[src/rtl/multicycle_ctrl_if.sv]
// Control bundle between the multicycle sequencer and the CPU datapath/memory port.
// master = sequencer side, slave = datapath/memory side.
interface multicycle_ctrl_if;
  logic [4:0] ir_op;
  logic       mem_ack;
  logic       cond_true;
  logic       mem_req;
  logic       mem_we;
  logic       addr_pc;
  logic       ir_en;
  logic [1:0] ext_sel;
  logic       alu_src_imm;
  logic       pc_en;
  logic       pc_src;
  logic       reg_we;
  logic       mem_to_reg;
  logic       halted;
  logic       illegal_op;
  logic       bus_err;

  modport master (
    input  ir_op, mem_ack, cond_true,
    output mem_req, mem_we, addr_pc, ir_en, ext_sel, alu_src_imm,
           pc_en, pc_src, reg_we, mem_to_reg, halted, illegal_op, bus_err
  );

  modport slave (
    output ir_op, mem_ack, cond_true,
    input  mem_req, mem_we, addr_pc, ir_en, ext_sel, alu_src_imm,
           pc_en, pc_src, reg_we, mem_to_reg, halted, illegal_op, bus_err
  );
endinterface

[src/rtl/multicycle_ctrl.sv]
// Multicycle CPU sequencer: FETCH/DECODE/EXEC/MEM/WB with a per-request memory timeout.
// Memory requests hold until mem_ack; a request unanswered for MAX_WAIT cycles latches bus_err and halts.
module multicycle_ctrl #(
  parameter int TO_W     = 8,
  parameter int MAX_WAIT = 200
) (
  input logic               clk,
  input logic               rst,
  multicycle_ctrl_if.master bus
);

  typedef enum logic [2:0] {
    S_IDLE,
    S_FETCH,
    S_DECODE,
    S_EXEC,
    S_MEM,
    S_WB,
    S_HALT
  } state_t;

  state_t          state_q, state_d;
  logic [4:0]      op_q, op_d;
  logic [1:0]      ext_q, ext_d;
  logic [TO_W-1:0] to_q, to_d;
  logic            ill_q, ill_d;
  logic            berr_q, berr_d;

  logic mem_req, mem_we, addr_pc, ir_en, alu_src_imm;
  logic pc_en, pc_src, reg_we, mem_to_reg, halted;
  logic [1:0] ext_sel;

  logic is_alu_reg, is_mem, is_alu_imm, is_br, is_jmp, is_halt, is_ill;
  logic to_limit, in_instr;

  assign is_alu_reg = (op_q[4:3] == 2'b00);
  assign is_mem     = (op_q[4:3] == 2'b01);
  assign is_alu_imm = (op_q[4:3] == 2'b10);
  assign is_br      = (op_q == 5'b11000);
  assign is_jmp     = (op_q == 5'b11001);
  assign is_halt    = (op_q == 5'b11111);
  assign is_ill     = (op_q[4:3] == 2'b11) && !is_br && !is_jmp && !is_halt;

  // Limit is checked against the count before this cycle's increment, so the
  // request lives exactly MAX_WAIT cycles and an ack in the last one still wins.
  assign to_limit = (to_q == TO_W'(MAX_WAIT - 1));

  assign in_instr = (state_q == S_DECODE) || (state_q == S_EXEC) ||
                    (state_q == S_MEM)    || (state_q == S_WB);

  function automatic logic [1:0] ext_decode(input logic [4:0] op);
    logic [1:0] sel;
    sel = 2'b00;
    case (op[4:3])
      2'b00:   sel = 2'b00;
      2'b01:   sel = 2'b00;
      2'b10:   sel = 2'b01;
      default: begin
        if (op == 5'b11000)      sel = 2'b10;
        else if (op == 5'b11001) sel = 2'b11;
        else                     sel = 2'b00;
      end
    endcase
    return sel;
  endfunction

  always_ff @(posedge clk or posedge rst) begin
    if (rst) begin
      state_q <= S_IDLE;
      op_q    <= 5'b0;
      ext_q   <= 2'b00;
      to_q    <= '0;
      ill_q   <= 1'b0;
      berr_q  <= 1'b0;
    end else begin
      state_q <= state_d;
      op_q    <= op_d;
      ext_q   <= ext_d;
      to_q    <= to_d;
      ill_q   <= ill_d;
      berr_q  <= berr_d;
    end
  end

  always_comb begin
    state_d     = state_q;
    op_d        = op_q;
    ext_d       = ext_q;
    to_d        = to_q;
    ill_d       = ill_q;
    berr_d      = berr_q;
    mem_req     = 1'b0;
    mem_we      = 1'b0;
    addr_pc     = 1'b0;
    ir_en       = 1'b0;
    pc_en       = 1'b0;
    pc_src      = 1'b0;
    reg_we      = 1'b0;
    mem_to_reg  = 1'b0;
    halted      = 1'b0;

    case (state_q)
      S_IDLE: begin
        state_d = S_FETCH;
        to_d    = '0;
      end

      S_FETCH: begin
        mem_req = 1'b1;
        addr_pc = 1'b1;
        if (bus.mem_ack) begin
          ir_en   = 1'b1;
          op_d    = bus.ir_op;
          ext_d   = ext_decode(bus.ir_op);
          state_d = S_DECODE;
        end else if (to_limit) begin
          berr_d  = 1'b1;
          state_d = S_HALT;
        end else begin
          to_d = to_q + TO_W'(1);
        end
      end

      S_DECODE: begin
        state_d = S_EXEC;
      end

      S_EXEC: begin
        if (is_alu_reg || is_alu_imm) begin
          state_d = S_WB;
        end else if (is_mem) begin
          state_d = S_MEM;
          to_d    = '0;
        end else if (is_br) begin
          pc_en   = 1'b1;
          pc_src  = bus.cond_true;
          state_d = S_FETCH;
          to_d    = '0;
        end else if (is_jmp) begin
          pc_en   = 1'b1;
          pc_src  = 1'b1;
          state_d = S_FETCH;
          to_d    = '0;
        end else if (is_halt) begin
          state_d = S_HALT;
        end else if (is_ill) begin
          // Unknown 11xxx opcode retires as a NOP but is remembered.
          ill_d   = 1'b1;
          pc_en   = 1'b1;
          pc_src  = 1'b0;
          state_d = S_FETCH;
          to_d    = '0;
        end
      end

      S_MEM: begin
        mem_req = 1'b1;
        addr_pc = 1'b0;
        mem_we  = op_q[2];
        if (bus.mem_ack) begin
          if (op_q[2]) begin
            pc_en   = 1'b1;
            pc_src  = 1'b0;
            state_d = S_FETCH;
            to_d    = '0;
          end else begin
            state_d = S_WB;
          end
        end else if (to_limit) begin
          berr_d  = 1'b1;
          state_d = S_HALT;
        end else begin
          to_d = to_q + TO_W'(1);
        end
      end

      S_WB: begin
        reg_we     = 1'b1;
        mem_to_reg = is_mem;
        pc_en      = 1'b1;
        pc_src     = 1'b0;
        state_d    = S_FETCH;
        to_d       = '0;
      end

      S_HALT: begin
        halted = 1'b1;
      end

      default: begin
        state_d = S_IDLE;
      end
    endcase
  end

  // Immediate select and ALU-B mux only mean something while an instruction is in flight.
  assign ext_sel     = in_instr ? ext_q : 2'b00;
  assign alu_src_imm = in_instr && (is_mem || is_alu_imm);

  assign bus.mem_req     = mem_req;
  assign bus.mem_we      = mem_we;
  assign bus.addr_pc     = addr_pc;
  assign bus.ir_en       = ir_en;
  assign bus.ext_sel     = ext_sel;
  assign bus.alu_src_imm = alu_src_imm;
  assign bus.pc_en       = pc_en;
  assign bus.pc_src      = pc_src;
  assign bus.reg_we      = reg_we;
  assign bus.mem_to_reg  = mem_to_reg;
  assign bus.halted      = halted;
  assign bus.illegal_op  = ill_q;
  assign bus.bus_err     = berr_q;

endmodule

[src/flat_wrapper.sv]
// flat-port wrapper written by rule: the top's interface ports become plain ports
module multicycle_ctrl_flat 
#(
  parameter int TO_W     = 8,
  parameter int MAX_WAIT = 200
)
  (clk, rst, bus_ir_op, bus_mem_ack, bus_cond_true, bus_mem_req, bus_mem_we, bus_addr_pc, bus_ir_en, bus_ext_sel, bus_alu_src_imm, bus_pc_en, bus_pc_src, bus_reg_we, bus_mem_to_reg, bus_halted, bus_illegal_op, bus_bus_err);
  multicycle_ctrl_if bus_i ();
  input logic clk;
  input logic rst;
  input wire logic [$bits(bus_i.ir_op)-1:0] bus_ir_op;
  input wire logic [$bits(bus_i.mem_ack)-1:0] bus_mem_ack;
  input wire logic [$bits(bus_i.cond_true)-1:0] bus_cond_true;
  output wire logic [$bits(bus_i.mem_req)-1:0] bus_mem_req;
  output wire logic [$bits(bus_i.mem_we)-1:0] bus_mem_we;
  output wire logic [$bits(bus_i.addr_pc)-1:0] bus_addr_pc;
  output wire logic [$bits(bus_i.ir_en)-1:0] bus_ir_en;
  output wire logic [$bits(bus_i.ext_sel)-1:0] bus_ext_sel;
  output wire logic [$bits(bus_i.alu_src_imm)-1:0] bus_alu_src_imm;
  output wire logic [$bits(bus_i.pc_en)-1:0] bus_pc_en;
  output wire logic [$bits(bus_i.pc_src)-1:0] bus_pc_src;
  output wire logic [$bits(bus_i.reg_we)-1:0] bus_reg_we;
  output wire logic [$bits(bus_i.mem_to_reg)-1:0] bus_mem_to_reg;
  output wire logic [$bits(bus_i.halted)-1:0] bus_halted;
  output wire logic [$bits(bus_i.illegal_op)-1:0] bus_illegal_op;
  output wire logic [$bits(bus_i.bus_err)-1:0] bus_bus_err;
  assign bus_i.ir_op = bus_ir_op;
  assign bus_i.mem_ack = bus_mem_ack;
  assign bus_i.cond_true = bus_cond_true;
  assign bus_mem_req = bus_i.mem_req;
  assign bus_mem_we = bus_i.mem_we;
  assign bus_addr_pc = bus_i.addr_pc;
  assign bus_ir_en = bus_i.ir_en;
  assign bus_ext_sel = bus_i.ext_sel;
  assign bus_alu_src_imm = bus_i.alu_src_imm;
  assign bus_pc_en = bus_i.pc_en;
  assign bus_pc_src = bus_i.pc_src;
  assign bus_reg_we = bus_i.reg_we;
  assign bus_mem_to_reg = bus_i.mem_to_reg;
  assign bus_halted = bus_i.halted;
  assign bus_illegal_op = bus_i.illegal_op;
  assign bus_bus_err = bus_i.bus_err;
  multicycle_ctrl #(.TO_W(TO_W), .MAX_WAIT(MAX_WAIT)) u_core (.clk(clk), .rst(rst), .bus(bus_i));
endmodule
[config.mk]
export PLATFORM = sky130hd
export DESIGN_NAME = multicycle_ctrl_flat
export DESIGN_NICKNAME = d
export VERILOG_FILES = /design/src/rtl/multicycle_ctrl_if.sv /design/src/rtl/multicycle_ctrl.sv /design/src/flat_wrapper.sv
export SDC_FILE = /design/constraint.sdc
export NUM_CORES = 1
export LEC_CHECK = 0
export ABC_CLOCK_PERIOD_IN_PS = 1800
export CAP_MARGIN = 0
export CORE_UTILIZATION = 47
export DETAILED_ROUTE_END_ITERATION = 10
export HOLD_SLACK_MARGIN = 0.02
export PLACE_DENSITY_LB_ADDON = 0.05
export SLEW_MARGIN = 10
export SYNTH_ARGS = -nofsm -noshare
export SYNTH_HDL_FRONTEND = slang
export SYNTH_SLANG_ARGS = --single-unit
[constraint.sdc]
create_clock -name clk -period 1.8 [get_ports clk]
set_input_delay 0.18 -clock clk [delete_from_list [all_inputs] [get_ports clk]]
set_output_delay 0.18 -clock clk [all_outputs]
set_load 0.1 [all_outputs]
==> flow_metrics.py <==
metrics = {
    "status": {
        "status": "complete, but fails checks",
        "violations": "negative setup slack",
    },
    "worst_setup_path": {
        "path_class": "reg2out",
        "crit_fanout": 3,
        "cp-end-kind": "output pin",
        "required_ns": 1.62,
        "cp-start-kind": "flip-flop",
        "worst-r2r-cell-count": 8,
        "critPathArrivalTime_ns": 1.98,
        "rr_endpoint": "u_core.to_q[3]",
        "r2r_slack_ns": -0.12,
        "crit_path_cell_trace": "buf_6 -> nand2_1 -> or2_2 -> a21oi_1 -> o32ai_4 -> buf_12",
        "slowest_stage": "dfrtp_2",
        "r2r_start": "u_core.op_q[4]",
        "cpPeakStageDelay_ns": 0.47,
    },
    "cells_and_area": {
        "fin_area_um2": 2310,
        "finalNetCount": 219,
        "area_delta_synth_final_pct": 76.7,
        "fin_util_pct": 91.0,
        "fin_cells": 234,
        "n_antenna_cell": 0,
        "drive_above_1_share_pct": 50.0,
    },
    "timing": {
        "min_period_ns": 2.16,
        "slew_headroom_pct": 75.8,
        "fin_ws_ns": -0.361,
        "drv_slew": 0,
        "setup_viol": 14,
        "tns_ns": -1.68,
        "holdWs_ns": 0.186,
        "min_period_over_period_pct": 120,
        "skew_ns": 0.00958,
        "fmax_mhz": 463,
        "hold_viol_final": 0,
        "tightest_slew_ns": 0.360,
        "grt_setup_unrepaired": "yes",
    },
    "yosys": {
        "synth_area_um2": 1310,
        "synthTopCellsByCount": "nand2_1, dfrtp_1, nor2_1, inv_1, o21ai_0",
        "synth_top_area_cell": "dfrtp_1",
        "synth-main-ff-cell": "dfrtp_1",
        "syn_nets": 163,
        "yosysMostFrequentCell": "nand2_1",
        "synthTopCellsByArea": "dfrtp_1, nand2_1, ha_1, o21ai_0, a21oi_1",
        "async_flop_share_pct": 100,
        "synth_area_per_cell_um2": 8.79,
        "synth.distinct_cells": 49,
        "synth_edf_count": 0,
        "synth_top_area_share_pct": 38.2,
        "synth-seq-area-share_pct": 38.2,
        "yosys_warnings": 0,
        "synth_seq_cells": 20,
        "syn_inst": 149,
    },
    "detailed_routing": {
        "dr.pass1.iters": 4,
        "drtIter0Drc": 69,
        "wirelength_um": 4580,
        "wire_per_inst_um": 19.6,
        "num_vias": 1474,
        "ant_nets": 0,
        "routed_via_density": 6.30,
        "drc": 0,
    },
    "clock_tree": {
        "cts_buffer_depth": 2,
        "ctsHoldBuffers": 0,
        "clk_latency_ns": 0.32,
        "cts_tree": "yes",
        "cts_buffers": 3,
        "htree_levels": 1,
        "cts-root-buf": "clkbuf_4",
        "cts_num_sinks": 20,
        "clk_pin_slew_ns": 0.13,
    },
    "power": {
        "p_int_mw": 2.36,
        "power_density_nw_per_um2": 2010,
        "seq_power_share_pct": 17.2,
        "clkPwrFrac_pct": 8.3,
        "netSwitchingPower_mw": 2.30,
        "peakVddDrop_mv": 1.94,
        "p_leak_nw": 0.968,
        "power_mw": 4.65,
        "p_sw_share_pct": 49.4,
        "combPwrFrac_pct": 74.6,
    },
    "flow_run": {
        "cap_violations": 0,
    },
    "placed_design": {
        "placedCellCount": 216,
        "place_hpwl_um": 2580,
        "gp_congestion": 0.832,
        "pre_cts_slack_ns": -0.180,
        "placed_cell_area_um2": 1920,
        "port_buffers": 22,
    },
    "worst_hold_path": {
        "hold_path_class": "in2async",
    },
    "global_route": {
        "grt_first_pass_wirelength_um": 5610,
        "grt_pass1_vias": 1286,
        "grt_use_met1_pct": 31.6,
        "antenna_found_initial": 0,
        "grt_use_met3_pct": 5.28,
        "grt_use_total_pct": 26.9,
        "use_met2_pct": 46.8,
        "grt_max_degree": 21,
        "busiest_layer": "met2",
        "gr-total-overflow": 0,
    },
    "floorplan": {
        "die_h_um": 54.8,
        "boundaryPins": 23,
        "die-area_um2": 3000,
        "num_rows": 18,
        "die_w_um": 54.8,
        "initial_utilization_pct": 51.5,
        "core_um2": 2540,
    },
}
[per-layer routing]
layer  vias to the layer above  routed length, µm
met1                       746               1710
met4                         0                 81
met3                        10                313
li1                        650                  -
met5                         -                  0
met2                        68               2470
[cells by family after synthesis]
group / share of synthesized area [%]
buffers and inverters: 6.11
AND/OR/NAND/NOR: 27.1
adder cells (fa/ha/maj): 4.78
multiplexers: 1.53
XOR/XNOR: 1.34
flip-flops: 38.2
AO/OA/AOI/OAI: 20.9
[how the worst max path moves through the flow]
stage / from / end / slack [ns] / depth (start not counted)
after floorplan: u_core.state_q[2] / u_core.to_q[6] / -0.41 / 6
after global placement: bus_mem_ack / u_core.to_q[6] / -0.16 / 7
after detailed placement: bus_mem_ack / u_core.to_q[6] / -0.18 / 7
after CTS: u_core.op_q[4] / bus_pc_en / -0.33 / 5
after global routing: u_core.op_q[4] / bus_pc_en / -0.39 / 6
final: u_core.op_q[4] / bus_pc_en / -0.36 / 6
[timing repair]
action	in CTS	in global routing
cloned	0	1
hold endpoints to repair	0	0
setup buffers	2	11
setup endpoints to repair	15	18
pin swaps	2	14
resized for setup	13	34
[power groups by stage]
stage | combinational [mW] | sequential, mW | clock [mW]
finish | 3.47 | 0.799 | 0.385
global route | 3.62 | 0.809 | 0.403
CTS | 2.93 | 0.743 | 0.386
detailed placement | 2.75 | 0.744 | 0
global placement | 2.67 | 0.731 | 0
floorplan | 1.75 | 0.792 | 0
[critical path, delay by kind of cell, from the launching register on]
kind            cells  cell delay (ns)
compound gates      2             0.44
simple gates        2             0.43
buf+inv             2             0.32
flops               1             0.47
[registers in the layout, indices dropped and copies added, names as in the netlist]
name and count:
u_core.to_q 8, u_core.op_q 5, u_core.state_q 3, u_core.ext_q 2, u_core.bus.bus_err 1, u_core.bus.illegal_op 1
[placed cells by master (no fill, tap or decap), types with 5 or more instances in the layout]
cell type and instances:
buf_4 26, nand2_1 21, dfrtp_1 15, buf_12 14
o21ai_0 8, clkdlybuf4s50_1 8, buf_6 7, inv_1 6
nor2_4 5, nor2_1 5, dfrtp_2 5
[area by class of cell]
cell class	instances	area, µm²
Tap cell	30	37.5
Sequential cell	20	507
Clock buffer	3	22.5
Inverter	11	62.6
Timing Repair Buffer	56	659
Clock inverter	1	30.0
Fill cell	97	230
Multi-Input combinational cell	113	996
(Power assumes the default switching activity.)
